`config.mk`:
```
export PLATFORM = sky130hd
export DESIGN_NAME = ring_osc_trim_seq_flat
export DESIGN_NICKNAME = d
export VERILOG_FILES = /design/src/rtl/ring_osc_trim_seq_if.sv /design/src/rtl/ring_osc_trim_seq.sv /design/src/flat_wrapper.sv
export SDC_FILE = /design/constraint.sdc
export NUM_CORES = 1
export LEC_CHECK = 0
export BUFFER_PORTS_ARGS = -buffer_cell sky130_fd_sc_hd__buf_2
export CORE_MARGIN = 3
export CORE_UTILIZATION = 30
export CTS_CLUSTER_DIAMETER = 100
export DETAILED_ROUTE_END_ITERATION = 8
export PLACE_DENSITY_LB_ADDON = 0.2
export SYNTH_ARGS = -nofsm -noshare
export SYNTH_HDL_FRONTEND = slang
export SYNTH_SLANG_ARGS = --single-unit
```
`constraint.sdc`:
```
create_clock -name clock -period 6.65 [get_ports clock]
set_input_delay 1.995 -clock clock [delete_from_list [all_inputs] [get_ports clock]]
set_output_delay 1.995 -clock clock [all_outputs]
set_load 0.1 [all_outputs]
```
`src/rtl/ring_osc_trim_seq_if.sv`:
```
// Control/status bundle between a trim sequencer and the ring-oscillator side.
// Master drives enable/load/target; slave returns the trim vector and status.
interface ring_osc_trim_seq_if #(
    parameter int unsigned NSTAGES = 13,
    parameter int unsigned CODE_W  = $clog2(2*NSTAGES+1)
);
    logic                   enable;
    logic                   load;
    logic [CODE_W-1:0]      target;
    logic [2*NSTAGES-1:0]   trim_out;
    logic                   osc_reset;
    logic [CODE_W-1:0]      current;
    logic                   busy;

    modport master (
        output enable, load, target,
        input  trim_out, osc_reset, current, busy
    );

    modport slave (
        input  enable, load, target,
        output trim_out, osc_reset, current, busy
    );
endinterface

```
`src/rtl/ring_osc_trim_seq.sv`:
```
// Ring-oscillator trim sequencer: holds the oscillator in reset on enable, then slews
// the thermometer trim code one step per SLEW_DIV cycles toward a loaded target.
module ring_osc_trim_seq #(
    parameter int unsigned NSTAGES      = 13,
    parameter int unsigned CODE_W       = $clog2(2*NSTAGES+1),
    parameter int unsigned SLEW_DIV     = 16,
    parameter int unsigned START_CYCLES = 8
) (
    input logic                 clock,
    input logic                 resetb,
    ring_osc_trim_seq_if.slave  bus
);
    localparam int unsigned TrimW  = 2 * NSTAGES;
    localparam int unsigned SlewW  = (SLEW_DIV > 1) ? $clog2(SLEW_DIV) : 1;
    localparam int unsigned StartW = (START_CYCLES > 1) ? $clog2(START_CYCLES) : 1;
    localparam logic [CODE_W-1:0] MaxCode   = CODE_W'(TrimW);
    localparam logic [SlewW-1:0]  SlewLast  = SlewW'(SLEW_DIV - 1);
    localparam logic [StartW-1:0] StartLast = StartW'(START_CYCLES - 1);

    typedef enum logic [1:0] {StOff, StStart, StRun} state_e;

    state_e              state_q, state_d;
    logic [StartW-1:0]   start_cnt_q, start_cnt_d;
    logic [SlewW-1:0]    slew_cnt_q, slew_cnt_d;
    logic [CODE_W-1:0]   current_q, current_d;
    logic [CODE_W-1:0]   target_q, target_d;
    logic [TrimW-1:0]    trim_q, trim_d;

    always_ff @(posedge clock or negedge resetb) begin
        if (!resetb) begin
            state_q     <= StOff;
            start_cnt_q <= '0;
            slew_cnt_q  <= '0;
            current_q   <= '0;
            target_q    <= '0;
            trim_q      <= '0;
        end else begin
            state_q     <= state_d;
            start_cnt_q <= start_cnt_d;
            slew_cnt_q  <= slew_cnt_d;
            current_q   <= current_d;
            target_q    <= target_d;
            trim_q      <= trim_d;
        end
    end

    always_comb begin
        state_d     = state_q;
        start_cnt_d = start_cnt_q;
        slew_cnt_d  = slew_cnt_q;
        current_d   = current_q;
        target_d    = target_q;

        // The step below still compares against target_q, so a coincident load waits a cycle.
        if (bus.load) begin
            target_d = (bus.target > MaxCode) ? MaxCode : bus.target;
        end

        if (!bus.enable) begin
            state_d     = StOff;
            start_cnt_d = '0;
            slew_cnt_d  = '0;
            current_d   = '0;
        end else begin
            unique case (state_q)
                StOff: begin
                    state_d     = StStart;
                    start_cnt_d = '0;
                end
                StStart: begin
                    if (start_cnt_q == StartLast) begin
                        state_d     = StRun;
                        start_cnt_d = '0;
                    end else begin
                        start_cnt_d = start_cnt_q + 1'b1;
                    end
                end
                StRun: begin
                    if (current_q != target_q) begin
                        if (slew_cnt_q == SlewLast) begin
                            slew_cnt_d = '0;
                            current_d  = (current_q < target_q) ? current_q + 1'b1
                                                                : current_q - 1'b1;
                        end else begin
                            slew_cnt_d = slew_cnt_q + 1'b1;
                        end
                    end else begin
                        slew_cnt_d = '0;
                    end
                end
                default: state_d = StOff;
            endcase
        end
    end

    // Thermometer decode: primaries fill first, then secondaries in stage order.
    always_comb begin
        trim_d = '0;
        for (int unsigned j = 0; j < TrimW; j++) begin
            trim_d[j] = (32'(current_d) > j);
        end
    end

    assign bus.trim_out  = trim_q;
    assign bus.osc_reset = (state_q != StRun);
    assign bus.current   = current_q;
    assign bus.busy      = !((state_q == StRun) && (current_q == target_q));

endmodule
```
`src/flat_wrapper.sv`:
```
// flat-port wrapper written by rule: the top's interface ports become plain ports
module ring_osc_trim_seq_flat 
#(
    parameter int unsigned NSTAGES      = 13,
    parameter int unsigned CODE_W       = $clog2(2*NSTAGES+1),
    parameter int unsigned SLEW_DIV     = 16,
    parameter int unsigned START_CYCLES = 8
)
  (clock, resetb, bus_enable, bus_load, bus_target, bus_trim_out, bus_osc_reset, bus_current, bus_busy);
  ring_osc_trim_seq_if #(.NSTAGES(NSTAGES), .CODE_W(CODE_W)) bus_i ();
  input logic clock;
  input logic resetb;
  input wire logic [$bits(bus_i.enable)-1:0] bus_enable;
  input wire logic [$bits(bus_i.load)-1:0] bus_load;
  input wire logic [$bits(bus_i.target)-1:0] bus_target;
  output wire logic [$bits(bus_i.trim_out)-1:0] bus_trim_out;
  output wire logic [$bits(bus_i.osc_reset)-1:0] bus_osc_reset;
  output wire logic [$bits(bus_i.current)-1:0] bus_current;
  output wire logic [$bits(bus_i.busy)-1:0] bus_busy;
  assign bus_i.enable = bus_enable;
  assign bus_i.load = bus_load;
  assign bus_i.target = bus_target;
  assign bus_trim_out = bus_i.trim_out;
  assign bus_osc_reset = bus_i.osc_reset;
  assign bus_current = bus_i.current;
  assign bus_busy = bus_i.busy;
  ring_osc_trim_seq #(.NSTAGES(NSTAGES), .CODE_W(CODE_W), .SLEW_DIV(SLEW_DIV), .START_CYCLES(START_CYCLES)) u_core (.clock(clock), .resetb(resetb), .bus(bus_i));
endmodule
```
==> flow_summary.ini <==
[synthesis]
ys_ff_latch = 45
ys_seq_area_frac = 0.553
async_flop_share = 1.00
synth.distinct_cells = 39
syn-num-nets = 216
synth_cells = 195
synth_edf_count = 0
mappedNetlistArea_um2 = 2040
yosys_warnings = 0
syn_area_per_cell_um2 = 10.4
synthFlopType = dfrtp_1

[clock_tree]
cts_sinks = 45
clk_path_buf_depth = 2
holdBufCountCts = 0
cts-buffers-inserted = 5
cts-resized-gates = 0
insertion_delay_ps = 290
post_cts_buffers = 0
htree_levels = 2
cts_tree = done
clock-root-buffer = clkbuf_8
clk_pin_slew_worst_paths_ps = 80

[place]
routabilityCongestion = 0.732
port-buffer-count = 41
dpl.hpwl_um = 2860
place_area_um2 = 2280
dp.cells = 304

[drt]
ant_nets = 0
vias = 1432
drc_errors = 0
vias_per_cell = 4.59
first_pass_iters = 5
detail_route.wl_per_cell_um = 12.7
drt-total-wl_um = 3970
dr.first_iter.drc_count = 83

[grt]
antenna_found_initial = 0
grtUsageMet2 = 0.155
grtUsageMet3 = 0.0279
grt-busiest-layer = met1
use_met1 = 0.166
grt_pass1_vias = 1351
grt_max_degree = 46
grt_pass1_wl_um = 6650
grt.overflow.total = 0
track_usage = 0.109

[power_and_ir_drop]
ir_drop_mv = 0.0951
p_leak_nw = 1.36
powerDensity_nw_per_um2 = 202

[worst_setup_path]
timing.setup.critical_path_class = flip-flop to output port
path_cells = ha_1, and3_1, and3_1, nand2_1, buf_2
cp-start-kind = flip-flop
cp_slowest_stage_delay_ps = 440
critPathArrivalTime_ps = 2010
worst-endpoint-required_ps = 4660
crit_top_cell = and3_1
cp_slowest_cell = dfrtp_1
worstSetupEndpointType = output port
path_max_fanout = 5

[floorplan]
dieWidth_um = 88.4
ios = 42
dieArea_um2 = 7810
rows = 29
initial_core_util = 0.315
core_area_um2 = 6460
die_y_um = 88.4

[timing]
fmax_mhz = 250
period_minus_slack_ps = 4010
finalSetupViolCount = 0
hold_viol = 0
slew_viol_final = 0
tightest_slew_ps = 979
tns_ps = 0
rsz0062_at_grt = no
final.period_utilization = 0.602
maxSlewHeadroom = 0.347
clock_skew_ps = 2.58

[finish]
layout.nets = 255
antennaDiodeCount = 0
final_layout_size_suffix_gt1_frac = 0.238
area_growth_pct = 16.7
final_area_um2 = 2380
fin_cells = 312

[status]
status = completed

[min_path]
min_path_type = flip-flop to flip-flop

[job]
cap_violations = 0
==> where the power goes <==
part	switching (mW)	leakage, nW	internal [mW]
Combinational	0.0167	0.691	0.00819
Clock	0.0912	0.0512	0.0843
Sequential	0.00173	0.616	0.277
==> final timing paths <==
check                                      start                      end  slack, ps  depth (start not counted)
hold reg to reg               u_core.target_q[1]       u_core.target_q[1]        530                          2
setup reg to reg           u_core.bus.current[1]   u_core.bus.trim_out[2]       3230                         12
hold / removal                u_core.target_q[1]       u_core.target_q[1]        530                          2
min in group asynchronous                 resetb  u_core.bus.trim_out[15]       1860                          1
max in group asynchronous                 resetb  u_core.bus.trim_out[16]       4190                          1
setup / recovery           u_core.bus.current[3]                 bus_busy       2640                          5
==> layout make-up <==
type	count	area, um^2
well taps	77	96.3
multi-input cells	130	812
inverters	11	41.3
clock inverters	2	13.8
flip-flops and latches	45	1130
clock buffers	6	82.6
fillers	665	4080
repair buffers	41	205
==> stage by stage <==
step,worst slack [ps],util,power [mW],hold WS (ps)
finish,2640,0.368,0.479,528
global route,2540,0.368,0.503,567
CTS,2620,0.368,0.486,537
detailed placement,2950,0.353,0.310,516
global placement,2970,0.353,0.309,516
floorplan,2270,-,0.298,488
==> synthesized netlist by cell type, drive strengths merged (2+ instances only) <==
cell    instances  area (um^2)
nor3            4         30.0
nand3           8         40.0
a21o            3         22.5
buf             5         42.5
clkinv          2         7.51
and3            2         12.5
clkbuf          4         15.0
nand4b          2         17.5
a21oi          13         65.1
ha             11          138
dfrtp          45         1130
a31oi           3         18.8
o21ai          13         65.1
mux2i           3         33.8
and2            2         12.5
nand2          29          109
nor2           20         75.1
mux2            2         26.3
inv             9         33.8
xor2            2         17.5
==> sequential cells by signal, summed over array words and instances (netlist names) <==
name,flops
u_core.slew_cnt_q,4
u_core.start_cnt_q,3
u_core.target_q,5
u_core.bus.trim_out,26
u_core.state_q,2
u_core.bus.current,5
==> worst max-delay path, delay by kind of cell (launching register included) <==
kind	cells	cell delay [ps]
adders and majority gates	1	340
and+or+nand+nor	3	530
buffers and inverters	1	420
DFF	1	440
==> per-layer routing <==
metal | vias up | part of all wire
met5 | - | 0
met4 | 0 | 0.0073
met3 | 2 | 0.044
met2 | 30 | 0.44
met1 | 665 | 0.51
li1 | 735 | -
==> cells by family (layout without fill, tap and decap cells) <==
kind of cell,count (synthesis),in the layout,synth area share
flops,45,45,0.553
fa+ha+maj,12,12,0.0774
xor+xnor,2,2,0.00860
simple gates,75,75,0.182
buf+inv,20,60,0.0485
mux,5,5,0.0295
compound gates,36,36,0.101
==> cells in the final DEF, fill, tap and decap left out, types with 2 or more instances in the layout <==
| cell type | count |
|---|---|
| buf_2 | 41 |
| a21o_1 | 3 |
| nor3_1 | 2 |
| and2_1 | 2 |
| a21oi_1 | 13 |
| mux2i_1 | 2 |
| and3_1 | 2 |
| a31oi_1 | 3 |
| o21ai_0 | 13 |
| clkinv_1 | 2 |
| nor3_2 | 2 |
| xor2_1 | 2 |
| dfrtp_1 | 45 |
| nand3_1 | 8 |
| nand4b_1 | 2 |
| nand2_1 | 29 |
| inv_1 | 8 |
| clkbuf_8 | 6 |
| nor2_1 | 20 |
| ha_1 | 11 |
(Power assumes the default switching activity.)
